===== src/rtl/ram_stream_reader_pkg.sv =====
// Shared types and helpers for the RAM read-side stream sequencer.
package ram_stream_reader_pkg;

  typedef enum logic [1:0] {
    IDLE  = 2'd0,
    ISSUE = 2'd1,
    DRAIN = 2'd2
  } rd_state_e;

  // Modulo increment that also wraps correctly for non-power-of-2 moduli.
  function automatic int unsigned wrap_inc(input int unsigned value, input int unsigned modulus);
    return (value + 1 >= modulus) ? 0 : value + 1;
  endfunction

endpackage


===== src/rtl/ram_stream_reader_if.sv =====
// Command, RAM read port and output stream of the reader, bundled as one interface.
interface ram_stream_reader_if #(
  parameter int DEPTH = 32,
  parameter int WIDTH = 32
);
  localparam int ADDR_LEN = $clog2(DEPTH);

  logic                cmd_valid;
  logic                cmd_ready;
  logic [ADDR_LEN-1:0] cmd_base;
  logic [ADDR_LEN:0]   cmd_len;
  logic                ram_valid_addr;
  logic [ADDR_LEN-1:0] ram_r_addr;
  logic [WIDTH-1:0]    ram_r_data;
  logic                m_valid;
  logic                m_ready;
  logic [WIDTH-1:0]    m_data;
  logic                m_last;
  logic                done;

  modport master (
    input  cmd_valid, cmd_base, cmd_len, ram_r_data, m_ready,
    output cmd_ready, ram_valid_addr, ram_r_addr, m_valid, m_data, m_last, done
  );

  modport slave (
    output cmd_valid, cmd_base, cmd_len, ram_r_data, m_ready,
    input  cmd_ready, ram_valid_addr, ram_r_addr, m_valid, m_data, m_last, done
  );
endinterface


===== src/rtl/ram_stream_reader_sync_fifo.sv =====
// Small synchronous FIFO with occupancy count; head entry is visible combinationally.
module sync_fifo #(
  parameter int WIDTH = 33,
  parameter int DEPTH = 2,
  localparam int CNT_W = $clog2(DEPTH + 1),
  localparam int PTR_W = (DEPTH > 1) ? $clog2(DEPTH) : 1
) (
  input  logic             clk,
  input  logic             rst_n,
  input  logic             i_push,
  input  logic [WIDTH-1:0] i_data,
  input  logic             i_pop,
  output logic [WIDTH-1:0] o_data,
  output logic             o_empty,
  output logic [CNT_W-1:0] o_count
);
  logic [WIDTH-1:0] r_mem [DEPTH];
  logic [PTR_W-1:0] r_wr_ptr;
  logic [PTR_W-1:0] r_rd_ptr;
  logic [CNT_W-1:0] r_count;

  function automatic logic [PTR_W-1:0] ptr_inc(input logic [PTR_W-1:0] p);
    return (p == PTR_W'(DEPTH - 1)) ? '0 : p + 1'b1;
  endfunction

  always_ff @(posedge clk) begin
    if (!rst_n) begin
      r_wr_ptr <= '0;
      r_rd_ptr <= '0;
      r_count  <= '0;
    end else begin
      if (i_push) r_wr_ptr <= ptr_inc(r_wr_ptr);
      if (i_pop)  r_rd_ptr <= ptr_inc(r_rd_ptr);
      case ({i_push, i_pop})
        2'b10:   r_count <= r_count + 1'b1;
        2'b01:   r_count <= r_count - 1'b1;
        default: r_count <= r_count;
      endcase
    end
  end

  // Storage is not reset; a push into a full FIFO only happens alongside a pop of the same slot.
  always_ff @(posedge clk) begin
    if (i_push) r_mem[r_wr_ptr] <= i_data;
  end

  assign o_data  = r_mem[r_rd_ptr];
  assign o_empty = (r_count == '0);
  assign o_count = r_count;

  a_no_overflow: assert property (@(posedge clk) disable iff (!rst_n)
    (i_push && !i_pop) |-> (r_count != CNT_W'(DEPTH)));
endmodule


===== src/rtl/ram_stream_reader.sv =====
// Turns a (base, length) command into RAM reads and a back-pressured word stream with last/done.
module ram_stream_reader
  import ram_stream_reader_pkg::*;
#(
  parameter int DEPTH      = 32,
  parameter int WIDTH      = 32,
  parameter int FIFO_DEPTH = 2
) (
  input logic               clk,
  input logic               rst_n,
  ram_stream_reader_if.master bus
);
  localparam int ADDR_LEN = $clog2(DEPTH);
  localparam int CNT_W    = $clog2(FIFO_DEPTH + 1);
  localparam int CRD_W    = CNT_W + 1;

  typedef struct packed {
    logic             last;
    logic [WIDTH-1:0] data;
  } beat_t;

  rd_state_e           r_state, w_state_next;
  logic [ADDR_LEN-1:0] r_addr, w_addr_next;
  logic [ADDR_LEN:0]   r_remaining, w_remaining_next;
  logic                r_inflight;
  logic                r_last_q;
  logic                r_done_zero;
  logic                w_issue;
  logic                w_tag_last;
  logic                w_accept;
  logic                w_pop;
  logic                w_fifo_empty;
  logic [CNT_W-1:0]    w_fifo_count;
  logic [CRD_W-1:0]    w_credit;
  beat_t               w_push_beat;
  beat_t               w_head_beat;

  assign w_accept = bus.cmd_valid && bus.cmd_ready;
  assign w_pop    = !w_fifo_empty && bus.m_ready;
  // Slots already committed: buffered words plus the read in flight, less the word leaving now.
  assign w_credit = CRD_W'(w_fifo_count) + CRD_W'(r_inflight) - CRD_W'(w_pop);

  always_ff @(posedge clk) begin
    if (!rst_n) begin
      r_state     <= IDLE;
      r_addr      <= '0;
      r_remaining <= '0;
      r_inflight  <= 1'b0;
      r_last_q    <= 1'b0;
      r_done_zero <= 1'b0;
    end else begin
      r_state     <= w_state_next;
      r_addr      <= w_addr_next;
      r_remaining <= w_remaining_next;
      r_inflight  <= w_issue;
      r_last_q    <= w_tag_last;
      r_done_zero <= w_accept && (bus.cmd_len == '0);
    end
  end

  always_comb begin
    w_state_next     = r_state;
    w_addr_next      = r_addr;
    w_remaining_next = r_remaining;
    w_issue          = 1'b0;
    w_tag_last       = 1'b0;
    case (r_state)
      IDLE: begin
        if (w_accept && (bus.cmd_len != '0)) begin
          w_addr_next      = bus.cmd_base;
          w_remaining_next = bus.cmd_len;
          w_state_next     = ISSUE;
        end
      end
      ISSUE: begin
        if (w_credit < CRD_W'(FIFO_DEPTH)) begin
          w_issue          = 1'b1;
          w_addr_next      = ADDR_LEN'(wrap_inc(32'(r_addr), 32'(DEPTH)));
          w_remaining_next = r_remaining - 1'b1;
          if (r_remaining == (ADDR_LEN + 1)'(1)) begin
            w_tag_last   = 1'b1;
            w_state_next = DRAIN;
          end
        end
      end
      DRAIN: begin
        if (w_pop && w_head_beat.last) w_state_next = IDLE;
      end
      default: w_state_next = IDLE;
    endcase
  end

  assign w_push_beat = '{last: r_last_q, data: bus.ram_r_data};

  sync_fifo #(
    .WIDTH (WIDTH + 1),
    .DEPTH (FIFO_DEPTH)
  ) u_fifo (
    .clk     (clk),
    .rst_n   (rst_n),
    .i_push  (r_inflight),
    .i_data  (w_push_beat),
    .i_pop   (w_pop),
    .o_data  (w_head_beat),
    .o_empty (w_fifo_empty),
    .o_count (w_fifo_count)
  );

  assign bus.cmd_ready      = rst_n && (r_state == IDLE);
  assign bus.ram_valid_addr = w_issue;
  assign bus.ram_r_addr     = r_addr;
  assign bus.m_valid        = !w_fifo_empty;
  assign bus.m_data         = w_head_beat.data;
  assign bus.m_last         = !w_fifo_empty && w_head_beat.last;
  assign bus.done           = r_done_zero || (w_pop && w_head_beat.last && (r_state == DRAIN));

  a_len_legal: assert property (@(posedge clk) disable iff (!rst_n)
    w_accept |-> (bus.cmd_len <= (ADDR_LEN + 1)'(DEPTH)));
endmodule


===== src/flat_wrapper.sv =====
// flat-port wrapper written by rule: the top's interface ports become plain ports
module ram_stream_reader_flat import ram_stream_reader_pkg::*;
#(
  parameter int DEPTH      = 32,
  parameter int WIDTH      = 32,
  parameter int FIFO_DEPTH = 2
)
  (clk, rst_n, bus_cmd_valid, bus_cmd_base, bus_cmd_len, bus_ram_r_data, bus_m_ready, bus_cmd_ready, bus_ram_valid_addr, bus_ram_r_addr, bus_m_valid, bus_m_data, bus_m_last, bus_done);
  ram_stream_reader_if #(.DEPTH(DEPTH), .WIDTH(WIDTH)) bus_i ();
  input logic clk;
  input logic rst_n;
  input wire logic [$bits(bus_i.cmd_valid)-1:0] bus_cmd_valid;
  input wire logic [$bits(bus_i.cmd_base)-1:0] bus_cmd_base;
  input wire logic [$bits(bus_i.cmd_len)-1:0] bus_cmd_len;
  input wire logic [$bits(bus_i.ram_r_data)-1:0] bus_ram_r_data;
  input wire logic [$bits(bus_i.m_ready)-1:0] bus_m_ready;
  output wire logic [$bits(bus_i.cmd_ready)-1:0] bus_cmd_ready;
  output wire logic [$bits(bus_i.ram_valid_addr)-1:0] bus_ram_valid_addr;
  output wire logic [$bits(bus_i.ram_r_addr)-1:0] bus_ram_r_addr;
  output wire logic [$bits(bus_i.m_valid)-1:0] bus_m_valid;
  output wire logic [$bits(bus_i.m_data)-1:0] bus_m_data;
  output wire logic [$bits(bus_i.m_last)-1:0] bus_m_last;
  output wire logic [$bits(bus_i.done)-1:0] bus_done;
  assign bus_i.cmd_valid = bus_cmd_valid;
  assign bus_i.cmd_base = bus_cmd_base;
  assign bus_i.cmd_len = bus_cmd_len;
  assign bus_i.ram_r_data = bus_ram_r_data;
  assign bus_i.m_ready = bus_m_ready;
  assign bus_cmd_ready = bus_i.cmd_ready;
  assign bus_ram_valid_addr = bus_i.ram_valid_addr;
  assign bus_ram_r_addr = bus_i.ram_r_addr;
  assign bus_m_valid = bus_i.m_valid;
  assign bus_m_data = bus_i.m_data;
  assign bus_m_last = bus_i.m_last;
  assign bus_done = bus_i.done;
  ram_stream_reader #(.DEPTH(DEPTH), .WIDTH(WIDTH), .FIFO_DEPTH(FIFO_DEPTH)) u_core (.clk(clk), .rst_n(rst_n), .bus(bus_i));
endmodule

===== config.mk =====
export PLATFORM = sky130hd
export DESIGN_NAME = ram_stream_reader_flat
export DESIGN_NICKNAME = d
export VERILOG_FILES = /design/src/rtl/ram_stream_reader_pkg.sv /design/src/rtl/ram_stream_reader_if.sv /design/src/rtl/ram_stream_reader_sync_fifo.sv /design/src/rtl/ram_stream_reader.sv /design/src/flat_wrapper.sv
export SDC_FILE = /design/constraint.sdc
export NUM_CORES = 1
export LEC_CHECK = 0
export CAP_MARGIN = 20
export CORE_ASPECT_RATIO = 2
export CORE_MARGIN = 2
export CORE_UTILIZATION = 53
export DETAILED_ROUTE_END_ITERATION = 6
export GPL_TIMING_DRIVEN = 1
export PLACE_DENSITY = 0.85
export SYNTH_ARGS = -nofsm -noshare
export SYNTH_HDL_FRONTEND = slang
export SYNTH_SLANG_ARGS = --single-unit

===== constraint.sdc =====
create_clock -name clk -period 3.94 [get_ports clk]
set_clock_uncertainty 0.1 [all_clocks]
set_input_delay 0.394 -clock clk [delete_from_list [all_inputs] [get_ports clk]]
set_output_delay 0.394 -clock clk [all_outputs]
set_load 0.1 [all_outputs]

## After elaboration in Yosys (flattened, before gate mapping)

Memories as Yosys holds them, arrays and structs flattened. A register that Yosys moved wholly into a read port is not among the register bits.
Cells that the tools add are included.

- Register bits after elaboration: 20
- Bits in latches: 0
- Bits in writable memories: 66
- Memory bits (read-only): 0
- Input port bits: 47
- Logic and storage cells: 70
- Memories: 1

- $add $sub $neg: 8
- Multipliers: 0
- Div/mod/pow operators: 0
- Order comparisons: 2
- Equality and inequality tests: 9
- Shift operators: 0
- Mux-type cells: 22
- Bitwise operators: 0
- Reductions and logical operators: 19

Memory list:

| memory | words | bits a word | read ports | clocked after memory_dff | wr ports | line | source |
|---|---|---|---|---|---|---|---|
| u_core.u_fifo.r_mem | 2 | 33 | 1 | 1 | 1 | ram_stream_reader_sync_fifo.sv:17 | `logic [WIDTH-1:0] r_mem [DEPTH];` |

Operator list:

| kind | count |
|---|---|
| 2-to-1 mux 5 bit | 3 |
| 2-to-1 mux 6 bit | 2 |
| one-hot mux 6 bit (2 select lines) | 1 |
| one-hot mux 5 bit (2 select lines) | 1 |
| 2-to-1 mux 1 bit | 9 |
| logical AND 1 bit | 8 |
| 2-to-1 mux 2 bit | 4 |
| != test 2 x 1 -> 1 bit (second input constant) | 4 |
| adder 5 x 1 -> 6 bit (second input constant) | 1 |
| equality test 6 x 1 -> 1 bit (second input constant) | 1 |
| >= comparator 6 bit (second input constant) | 1 |
| zero test 6 bit | 1 |
| one-hot mux 2 bit (3 select lines) | 1 |
| AND reduction 3 bit | 2 |
| nonzero test 6 bit | 1 |
| subtractor 6 x 1 -> 6 bit (second input constant) | 1 |
| equality test 2 x 1 -> 1 bit (second input constant) | 2 |
| equality test 2 bit (second input constant) | 2 |
| zero test 2 bit | 2 |
| one-hot mux 2 bit (2 select lines) | 1 |
| AND reduction 4 bit | 1 |
| nonzero test 2 bit | 2 |
| adder 2 x 1 -> 3 bit | 1 |
| less-than comparator 3 x 2 -> 1 bit (second input constant) | 1 |
| other kinds (6) | 7 |

## Longest topological paths before layout

Gate-level depths: netlist (run 1).

- Depth after elaboration: 7
- Mapped depth: 11

## By module

Synthesis (run 1) repeated with hierarchy kept, for this count alone.

- Cells, all modules: 248
- Area, all modules: 3,663.5 um^2

By module, submodules not included:

| module | times used | cells an instance | area an instance (um^2) |
|---|---|---|---|
| sync_fifo | 1 | 124 | 2,581.2 |
| ram_stream_reader | 1 | 124 | 1,082.3 |

## Worst setup path after synthesis (run 1)

Ideal clock, no wire load.

- Kind: input-to-output
- Start point: in rst_n
- End point: out bus_cmd_ready
- Arrival time: 2,684 ps
- Setup slack: 762 ps
- Cell stages on the path: 3
- Path through: inv_1 clkbuf_1 nor3_1

- Cells in the longest elaborated chain, start to end: 1

RTL lines:

| element | line | source |
|---|---|---|
| start, declared | flat_wrapper.sv:11 | `input logic rst_n;` |
| logical AND 1 bit | ram_stream_reader.sv:109 | `assign bus.cmd_ready = rst_n && (r_state == IDLE);` |
| end, declared | flat_wrapper.sv:17 | `output wire logic [$bits(bus_i.cmd_ready)-1:0] bus_cmd_ready;` |

Every way passes these cells.

## Final worst setup path (run 1)

- Start point: in bus_m_ready
- End point: reg u_core.r_remaining[0]

- Cells in the longest elaborated chain, start to end: 5

RTL lines:

| element | line | source |
|---|---|---|
| start, declared | flat_wrapper.sv:16 | `input wire logic [$bits(bus_i.m_ready)-1:0] bus_m_ready;` |
| logical AND 1 bit | ram_stream_reader.sv:39 | `assign w_pop = !w_fifo_empty && bus.m_ready;` |
| subtractor 3 x 1 -> 3 bit | ram_stream_reader.sv:41 | `assign w_credit = CRD_W'(w_fifo_count) + CRD_W'(r_inflight) - CRD_W'(w_pop);` |
| less-than comparator 3 x 2 -> 1 bit | ram_stream_reader.sv:76 | `if (w_credit < CRD_W'(FIFO_DEPTH)) begin` |
| != test 2 x 1 -> 1 bit (no source line) | n/a |  |
| AND reduction 3 bit (no source line) | n/a |  |
| end signal, assigned | ram_stream_reader.sv:54 | `r_remaining <= w_remaining_next;` |
| end, declared | ram_stream_reader.sv:24 | `logic [ADDR_LEN:0] r_remaining, w_remaining_next;` |

Every way passes these cells.
A chain may end at the register's enable or synchronous reset.

==> results of run 1 <==
## power by group through the flow
| stage | clock network, mW | registers (mW) | logic, mW |
|---|---|---|---|
| 6_report | 0.792 | 1.06 | 0.607 |
| 5_1_grt | 0.839 | 1.06 | 0.634 |
| 4_1_cts | 0.806 | 1.06 | 0.609 |
| 3_5_place_dp | 0 | 1.08 | 0.606 |
| 3_3_place_gp | 0 | 1.08 | 0.596 |
| 2_1_floorplan | 0 | 1.11 | 0.418 |
## worst max-delay path, cell delays in order
cell,delay [ps]
clkdlybuf4s50_1,520
o21ai_0,210
or2_2,190
inv_1,50
fa_1,420
xnor2_1,300
nand3_4,150
inv_4,120
or2_1,360
o21ai_0,190
a221oi_2,290
## routing by layer
layer / share of wire (%) / vias up
met5: 0 / -
met4: 1.6 / 0
met3: 5.6 / 11
met2: 56 / 97
met1: 37 / 1164
li1: - / 1135
## cells in the mapped netlist, types with 2 or more instances
library cell,n,area [sq um]
edfxtp_1,66,1980
nand3_1,7,35.0
nor2b_1,3,18.8
nand2b_1,3,18.8
and2_1,2,12.5
xnor2_1,4,35.0
inv_1,8,30.0
buf_6,2,22.5
o21ai_0,7,35.0
clkbuf_1,7,26.3
nor3b_1,2,15.0
nor2_1,22,82.6
o211ai_1,3,22.5
nand3b_1,2,15.0
nand2_1,15,56.3
mux2_2,32,360
nor3_1,6,30.0
ha_1,4,50.1
xor2_1,2,17.5
dfxtp_1,21,420
a21oi_1,11,55.1
a211oi_1,3,22.5
## how the worst max path moves through the flow
stage                start               endpoint  slack (ps)  cells past startpoint
2_1_floorplan        rst_n          bus_cmd_ready         760                      3
3_3_place_gp   bus_m_ready  u_core.r_remaining[0]         630                     11
3_5_place_dp   bus_m_ready  u_core.r_remaining[0]         550                     11
4_1_cts        bus_m_ready  u_core.r_remaining[0]         890                     11
5_1_grt        bus_m_ready  u_core.r_remaining[0]         620                     11
6_report       bus_m_ready  u_core.r_remaining[0]         880                     11
## flip-flops by register name, indices dropped and copies added, names as in the netlist, named ones only
name,flops
u_core.u_fifo.o_count,2
u_core.bus.ram_r_addr,5
u_core.u_fifo.r_rd_ptr,1
u_core.r_inflight,1
u_core.r_last_q,1
u_core.r_remaining,6
u_core.u_fifo.r_mem,66
u_core.r_done_zero,1
u_core.u_fifo.r_wr_ptr,1
u_core.r_state,2
## cells by family (layout without fill, tap and decap cells)
group | count (synthesis) | count (layout) | synth area share, %
AND/OR/NAND/NOR | 69 | 69 | 9.93
adder cells (fa/ha/maj) | 5 | 5 | 1.93
AO/OA/AOI/OAI | 38 | 38 | 7.83
XOR/XNOR | 6 | 6 | 1.45
multiplexers | 33 | 33 | 10.2
buffers and inverters | 19 | 113 | 2.45
flip-flops | 87 | 87 | 66.2
## layout make-up
class | instances | area, sq um
fillers | 471 | 1830
inverters | 9 | 36.3
repair buffers | 90 | 818
flip-flops and latches | 87 | 2400
well taps | 88 | 110
clock buffers | 10 | 229
clock inverters | 4 | 48.8
multi-input cells | 151 | 1140
## metrics by stage
step	setup slack (ps)	hold WS [ps]	instance area [sq um]
2_1_floorplan	762	304	3630
3_3_place_gp	635	329	4510
3_5_place_dp	550	324	4510
4_1_cts	890	336	4790
5_1_grt	617	350	4790
6_report	882	341	4790
==> impl_metrics.yaml, run 1 <==
floorplan:
  die-area_sq_mm: 0.00756
  core_area_sq_mm: 0.00662
  rows: 42
  die_x_um: 62.5
  ioPinCount: 89
  initial_utilization_pct: 54.8
  die_h_um: 121
synth:
  yosys_register_bits: 87
  synth_edf_count: 66
  synth-warning-count: 0
  synth_ff_type: "edfxtp_1"
  syn_inst: 257
  async_flop_share_pct: 0
  mappedNetlistArea_sq_mm: 0.00363
  synth_cell_types: 47
  seq_area_frac_synth_pct: 66.2
  syn_nets: 309
  avgSynthCellArea_sq_um: 14.1
pwr:
  finalPower_mw: 2.46
  power.density_mw_per_mm2: 513
  sw_frac_of_total_pct: 31.3
  p_sw_mw: 0.769
  clockPowerShare_pct: 32.2
  leakage_nw: 1.70
  seqPwrFrac_pct: 43.1
  vdd_drop_max_mv: 0.362
  p_int_mw: 1.69
  power_frac_comb_pct: 24.7
placed_design:
  placed_cells: 425
  io_buffers: 88
  dpl.hpwl_um: 5350
  place_congestion: 0.802
layout:
  layout_commonest_cell: "edfxtp_1"
  drive_gt1_share_pct: 27.1
  final_cell_mix: "edfxtp_1 (66), clkdlybuf4s50_1 (52), buf_4 (37)"
  final_nets: 400
  n_antenna_cell: 0
  finalNonFillerCells: 439
  post-route-util_pct: 72.3
  areaGrowthSynthToFinish_pct: 32.0
clock_tree:
  cts.sinks: 87
  post-cts-setup-buffers: 0
  root_buffer: "clkbuf_16"
  cts_buffers: 9
  postCtsResizedCells: 0
  cts_tree: "done"
  clock_latency_ps: 330
  cts_buffer_depth: 2
  cts.clk_slew.worst_paths_ps: 60
  cts_hold_buf: 0
  cts_htree_levels: 3
timing:
  slew-limit-headroom_pct: 33.4
  tns_ps: 0
  clock.fmax_mhz: 327
  grt_setup_unrepaired: "false"
  worst_pin_slew_ps: 996
  finalCriticalPeriod_ps: 3060
  hold_viol: 0
  final_max_slew_viol_count: 0
  finalCritPeriodShare_pct: 77.6
  finalSetupViolations: 0
global_routing:
  grt_pass1_vias: 2463
  grt_util_met3_pct: 4.82
  antenna_found_initial: 0
  grt_usage_pct: 21.0
  gr-usage-met1_pct: 22.0
  grt_pass1_wl_um: 11900
  grt_max_degree: 34
  use_met2_pct: 39.2
  busiest_layer: "met2"
  overflow: 0
worst_hold_path:
  min_from: "u_core.r_last_q"
  hold_path.class: "reg2reg"
  hold-path-endpoint: "u_core.u_fifo.r_mem[0][32]"
  hold_depth: 0
drt:
  via_count: 2407
  vias_per_cell: 5.48
  first_pass_iters: 5
  drtIter0Drc: 136
  drtAntennaViolNets: 0
  routed_wl_um: 7580
  wl_per_cell_um: 17.3
  drc: 0
critical_path:
  crit_fanout: 11
  r2r-end: "u_core.r_remaining[0]"
  start_kind: "primary input"
  r2r_setup_slack_ps: 950
  crit_path_end_kind: "flip-flop"
  critPathKind: "in2reg"
  required_ps: 4080
  r2r-start: "u_core.u_fifo.o_count[1]"
  crit_arrival_ps: 3200
  rr_worst_depth: 10
run_status:
  outcome: "finished, final reports clean"
job:
  max-cap-violations: 0
Note: power is estimated with default switching activity, not from simulation.
==> run 2: changes to the inputs <==
- CORE_UTILIZATION: 53 -> 44
- PLACE_DENSITY: 0.85 -> 0.75
- clock period: 3.94 -> 2.8 ns (I/O delays scaled with it)
==> impl_metrics.yaml, run 2 (synthesis gave the netlist of run 1 again) <==
critical_path:
  rr_worst_depth: 10
  critPathKind: "reg2out"
  start_kind: "flip-flop"
  crit_fanout: 7
  crit_arrival_ps: 2280
  crit_path_end_kind: "output port"
  required_ps: 2420
placed_design:
  place_ws_ps: -209
  placed_area_sq_mm: 0.00503
  place_congestion: 0.852
  io_buffers: 88
  dpl.hpwl_um: 6170
  placed_cells: 444
drt:
  vias_per_cell: 5.39
  via_count: 2480
  drtAntennaViolNets: 0
  routed_wl_um: 8330
  wl_per_cell_um: 18.1
  first_pass_iters: 4
  drc: 0
  drtIter0Drc: 124
timing:
  fin_ws_ps: 138
  worst_pin_slew_ps: 430
  hold_viol: 0
  clock.fmax_mhz: 376
  grt_setup_unrepaired: "false"
  finalCritPeriodShare_pct: 95.1
  slew-limit-headroom_pct: 71.4
  final_max_slew_viol_count: 0
  finalCriticalPeriod_ps: 2660
  finalSetupViolations: 0
pwr:
  power.density_mw_per_mm2: 699
  vdd_drop_max_mv: 0.414
  finalPower_mw: 3.74
  leakage_nw: 1.95
floorplan:
  die_h_um: 132
  rows: 46
  die-area_sq_mm: 0.00903
  initial_utilization_pct: 45.7
  die_x_um: 68.2
  ioPinCount: 89
  core_area_sq_mm: 0.00794
layout:
  largest_register_ffs: 66
  areaGrowthSynthToFinish_pct: 47.4
  design_area_sq_mm: 0.00535
  drive_gt1_share_pct: 31.6
  layout_commonest_cell: "edfxtp_1"
  fillers: 591
  post-route-util_pct: 67.4
  final_cell_mix: "edfxtp_1 (66), clkdlybuf4s50_1 (45), buf_12 (36)"
  final_nets: 411
  n_antenna_cell: 0
  regMostFlops: "u_core.u_fifo.r_mem"
  finalNonFillerCells: 460
worst_hold_path:
  hold_depth: 0
  hold_path.class: "reg2reg"
global_routing:
  grt_pass1_wl_um: 13000
  overflow: 0
  grt_usage_pct: 19.7
  grt_pass1_vias: 2752
  grt_max_degree: 33
  antenna_found_initial: 0
clock_tree:
  cts_buffer_depth: 2
  cts_tree: "done"
  root_buffer: "clkbuf_16"
  cts_htree_levels: 3
  clock_latency_ps: 330
  cts.clk_slew.worst_paths_ps: 60
  cts_hold_buf: 0
  cts_buffers: 9
  cts.sinks: 87
run_status:
  outcome: "finished, final reports clean"
job:
  max-cap-violations: 0
==> run 2: layout make-up <==
cell class	count	area (sq um)	area share [%]
sequential	87	2400	44.9
inverter	9	36.3	0.678
multi-input combinational	151	1160	21.6
timing repair buffer	101	1330	24.8
tap	96	120	2.25
clock inverter	4	70.1	1.31
clock buffer	12	236	4.42
==> run 2: through the flow <==
stage                     hold slack (ps)  TNS, ps
after floorplan                       279        0
after global placement                308    -83.8
after detailed placement              332    -1000
after CTS                             346        0
after global routing                  351        0
final                                 340        0
==> run 2: timing repair <==
item / CTS / global route
resized for setup: 1 / 3
pin swaps: 0 / 1
endpoints found under the setup margin: 1 / 1
setup buffers: 0 / 0
endpoints found under the hold margin: 0 / 0
==> run 2: final timing paths <==
path | from | to | slack, ps
max | u_core.u_fifo.o_count[0] | bus_ram_valid_addr | 140
min | u_core.r_last_q | u_core.u_fifo.r_mem[1][32] | 340
max reg2reg | u_core.u_fifo.o_count[0] | u_core.r_remaining[0] | 290
min reg2reg | u_core.r_last_q | u_core.u_fifo.r_mem[1][32] | 340
==> run 2: metal layers <==
metal	part of all wire (%)	track usage, %	vias to the layer above
li1	-	-	1159
met1	32	17.9	1186
met2	59	36.7	108
met3	5.2	5.36	27
met4	3.7	10.6	0
met5	0	0	-
==> run 2: worst max-delay path, cell delays in order (launching register included) <==
cell     delay, ps
dfxtp_1        370
o21ai_1        160
or2_2          140
inv_1           50
fa_1           460
xnor2_2        270
nand3_4        120
inv_4           80
buf_4          130
buf_12         170
==> run 2: report_power, final <==
group | switching [mW] | internal, mW | leakage (nW)
Combinational | 0.645 | 0.381 | 1.03
Clock | 0.450 | 0.779 | 0.151
Sequential | 0.0390 | 1.44 | 0.772
==> run 3: changes to the inputs <==
- SYNTH_HIERARCHICAL: unset -> 1
==> impl_metrics.yaml, run 3 <==
synth:
  seq_area_frac_synth_pct: 65.6
  syn_nets: 300
  synth_cell_types: 53
  async_flop_share_pct: 0
  yosysTopAreaCell: "edfxtp_1"
  synth_edf_count: 66
  synth_area_leaders: "edfxtp_1 (54%), dfxtp_1 (11%), mux2_2 (10%), a21oi_1 (1.8%), ha_1 (1.4%)"
  yosys_register_bits: 87
  synth_most_common_cell: "edfxtp_1"
  syn_inst: 248
  synth_ff_type: "edfxtp_1"
  ys_top_cells_by_count: "edfxtp_1 (66), mux2_2 (33), dfxtp_1 (21)"
  synth_top_area_share_pct: 54.1
  mappedNetlistArea_sq_mm: 0.00366
  avgSynthCellArea_sq_um: 14.8
  synth-warning-count: 6
global_routing:
  use_met2_pct: 33.8
  grt_pass1_wl_um: 12300
  grt_usage_pct: 18.8
  antenna_found_initial: 0
  overflow: 0
  grt_util_met3_pct: 3.91
  gr-usage-met1_pct: 18.1
  grt_max_degree: 34
  grt_pass1_vias: 2486
  busiest_layer: "met2"
critical_path:
  start_kind: "primary input"
  crit_arrival_ps: 2360
  crit_path_end_kind: "output port"
  required_ps: 2420
  critPathKind: "in2out"
  crit_fanout: 5
pwr:
  leakage_nw: 1.96
  vdd_drop_max_mv: 0.589
  power.density_mw_per_mm2: 1070
drt:
  wl_per_cell_um: 17.6
  drc: 0
  via_count: 2383
  drtIter0Drc: 171
  routed_wl_um: 7990
  first_pass_iters: 4
  vias_per_cell: 5.26
  drtAntennaViolNets: 0
timing:
  holdWs_ps: 336
  hold_viol: 0
  finalSetupViolations: 0
  final_max_slew_viol_count: 0
  finalCritPeriodShare_pct: 97.7
  slew-limit-headroom_pct: 47.7
  clock.fmax_mhz: 366
  finalCriticalPeriod_ps: 2740
  worst_pin_slew_ps: 784
  fin_ws_ps: 64.5
layout:
  fillers: 603
  largest_register_ffs: 66
  layout_commonest_cell: "edfxtp_1"
  final_cell_mix: "edfxtp_1 (66), clkdlybuf4s50_1 (46), buf_12 (37)"
  n_antenna_cell: 0
  post-route-util_pct: 66.0
  final_nets: 402
  finalNonFillerCells: 453
  regMostFlops: "u_core/u_fifo/r_mem"
  areaGrowthSynthToFinish_pct: 47.3
  drive_gt1_share_pct: 35.8
placed_design:
  placed_cells: 435
  place_congestion: 0.808
  io_buffers: 88
  place_ws_ps: 19.4
  dpl.hpwl_um: 5890
clock_tree:
  root_buffer: "clkbuf_16"
  cts_buffers: 9
  cts_hold_buf: 0
  cts_tree: "done"
  cts_htree_levels: 3
  cts_buffer_depth: 2
  cts.sinks: 87
  clock_latency_ps: 340
  cts.clk_slew.worst_paths_ps: 70
worst_hold_path:
  hold_path.class: "reg2reg"
floorplan:
  rows: 47
  die-area_sq_mm: 0.00912
  ioPinCount: 89
  die_x_um: 68.5
  core_area_sq_mm: 0.00817
  die_h_um: 133
  initial_utilization_pct: 44.8
run_status:
  outcome: "finished, final reports clean"
job:
  max-cap-violations: 0
run 3: worst paths after layout:
check                           cells after the start  slack [ps]                      from                          to
worst min register to register                      0         340           u_core/r_last_q  u_core/u_fifo/r_mem[0][32]
worst max-delay path                               11          60               bus_m_ready          bus_ram_valid_addr
worst min-delay path                                0         340           u_core/r_last_q  u_core/u_fifo/r_mem[0][32]
worst max register to register                     14         300  u_core/u_fifo/o_count[0]       u_core/r_remaining[1]
run 3: kinds of logic (layout without fill, tap and decap cells):
group                    count (synthesis)  in the layout  share of synthesized area [%]
AO/OA/AOI/OAI                           39             39                           7.55
XOR/XNOR                                 5              5                           1.20
adder cells (fa/ha/maj)                  5              5                           1.91
buffers and inverters                   19            126                           3.01
flip-flops                              87             87                           65.6
multiplexers                            34             34                           10.4
AND/OR/NAND/NOR                         59             59                           10.3
run 3: power breakdown:
part | switching, mW | internal, mW | total (mW)
logic | 1.83 | 1.08 | 2.91
registers | 0.112 | 1.57 | 1.68
clock network | 0.500 | 0.701 | 1.20
run 3: per-stage QoR:
stage | setup TNS [ps] | cell area [sq um] | total power, mW
final | 0 | 5400 | 5.79
after global routing | -38.0 | 5400 | 5.98
after CTS | 0 | 5360 | 5.78
after detailed placement | 0 | 5050 | 4.56
after global placement | 0 | 5050 | 4.53
after floorplan | 0 | 3670 | 3.57
run 3: cell type report:
type / instances / area [sq um] / area share, %
timing repair buffer: 102 / 1340 / 24.9
multi-input combinational: 142 / 1190 / 22.0
clock buffer: 9 / 225 / 4.17
inverter: 8 / 35.0 / 0.649
sequential: 87 / 2400 / 44.6
tap: 98 / 123 / 2.27
clock inverter: 7 / 78.8 / 1.46
run 3: worst max-delay path, stage by stage:
cell and delay, ps:
clkdlybuf4s50_1 450, nor2b_2 180, buf_4 140, nor2b_1 120, o21ai_0 120, fa_2 370, xnor2_2 140, buf_4 140
nand3_4 120, inv_6 120, buf_12 170
run 3: per-layer routing:
metal  part of all wire, %  vias to the layer above  routed length [um]
li1                      -                     1141                   -
met1                    33                     1141                2640
met2                    58                       84                4630
met3                   5.0                       17                 398
met4                   4.0                        0                 317
met5                     0                        -                   0
run 3: what timing repair did:
action	CTS	global route
gates resized for setup	2	6
buffers inserted	0	2
endpoints found under the setup margin	1	1
pin swaps	0	1
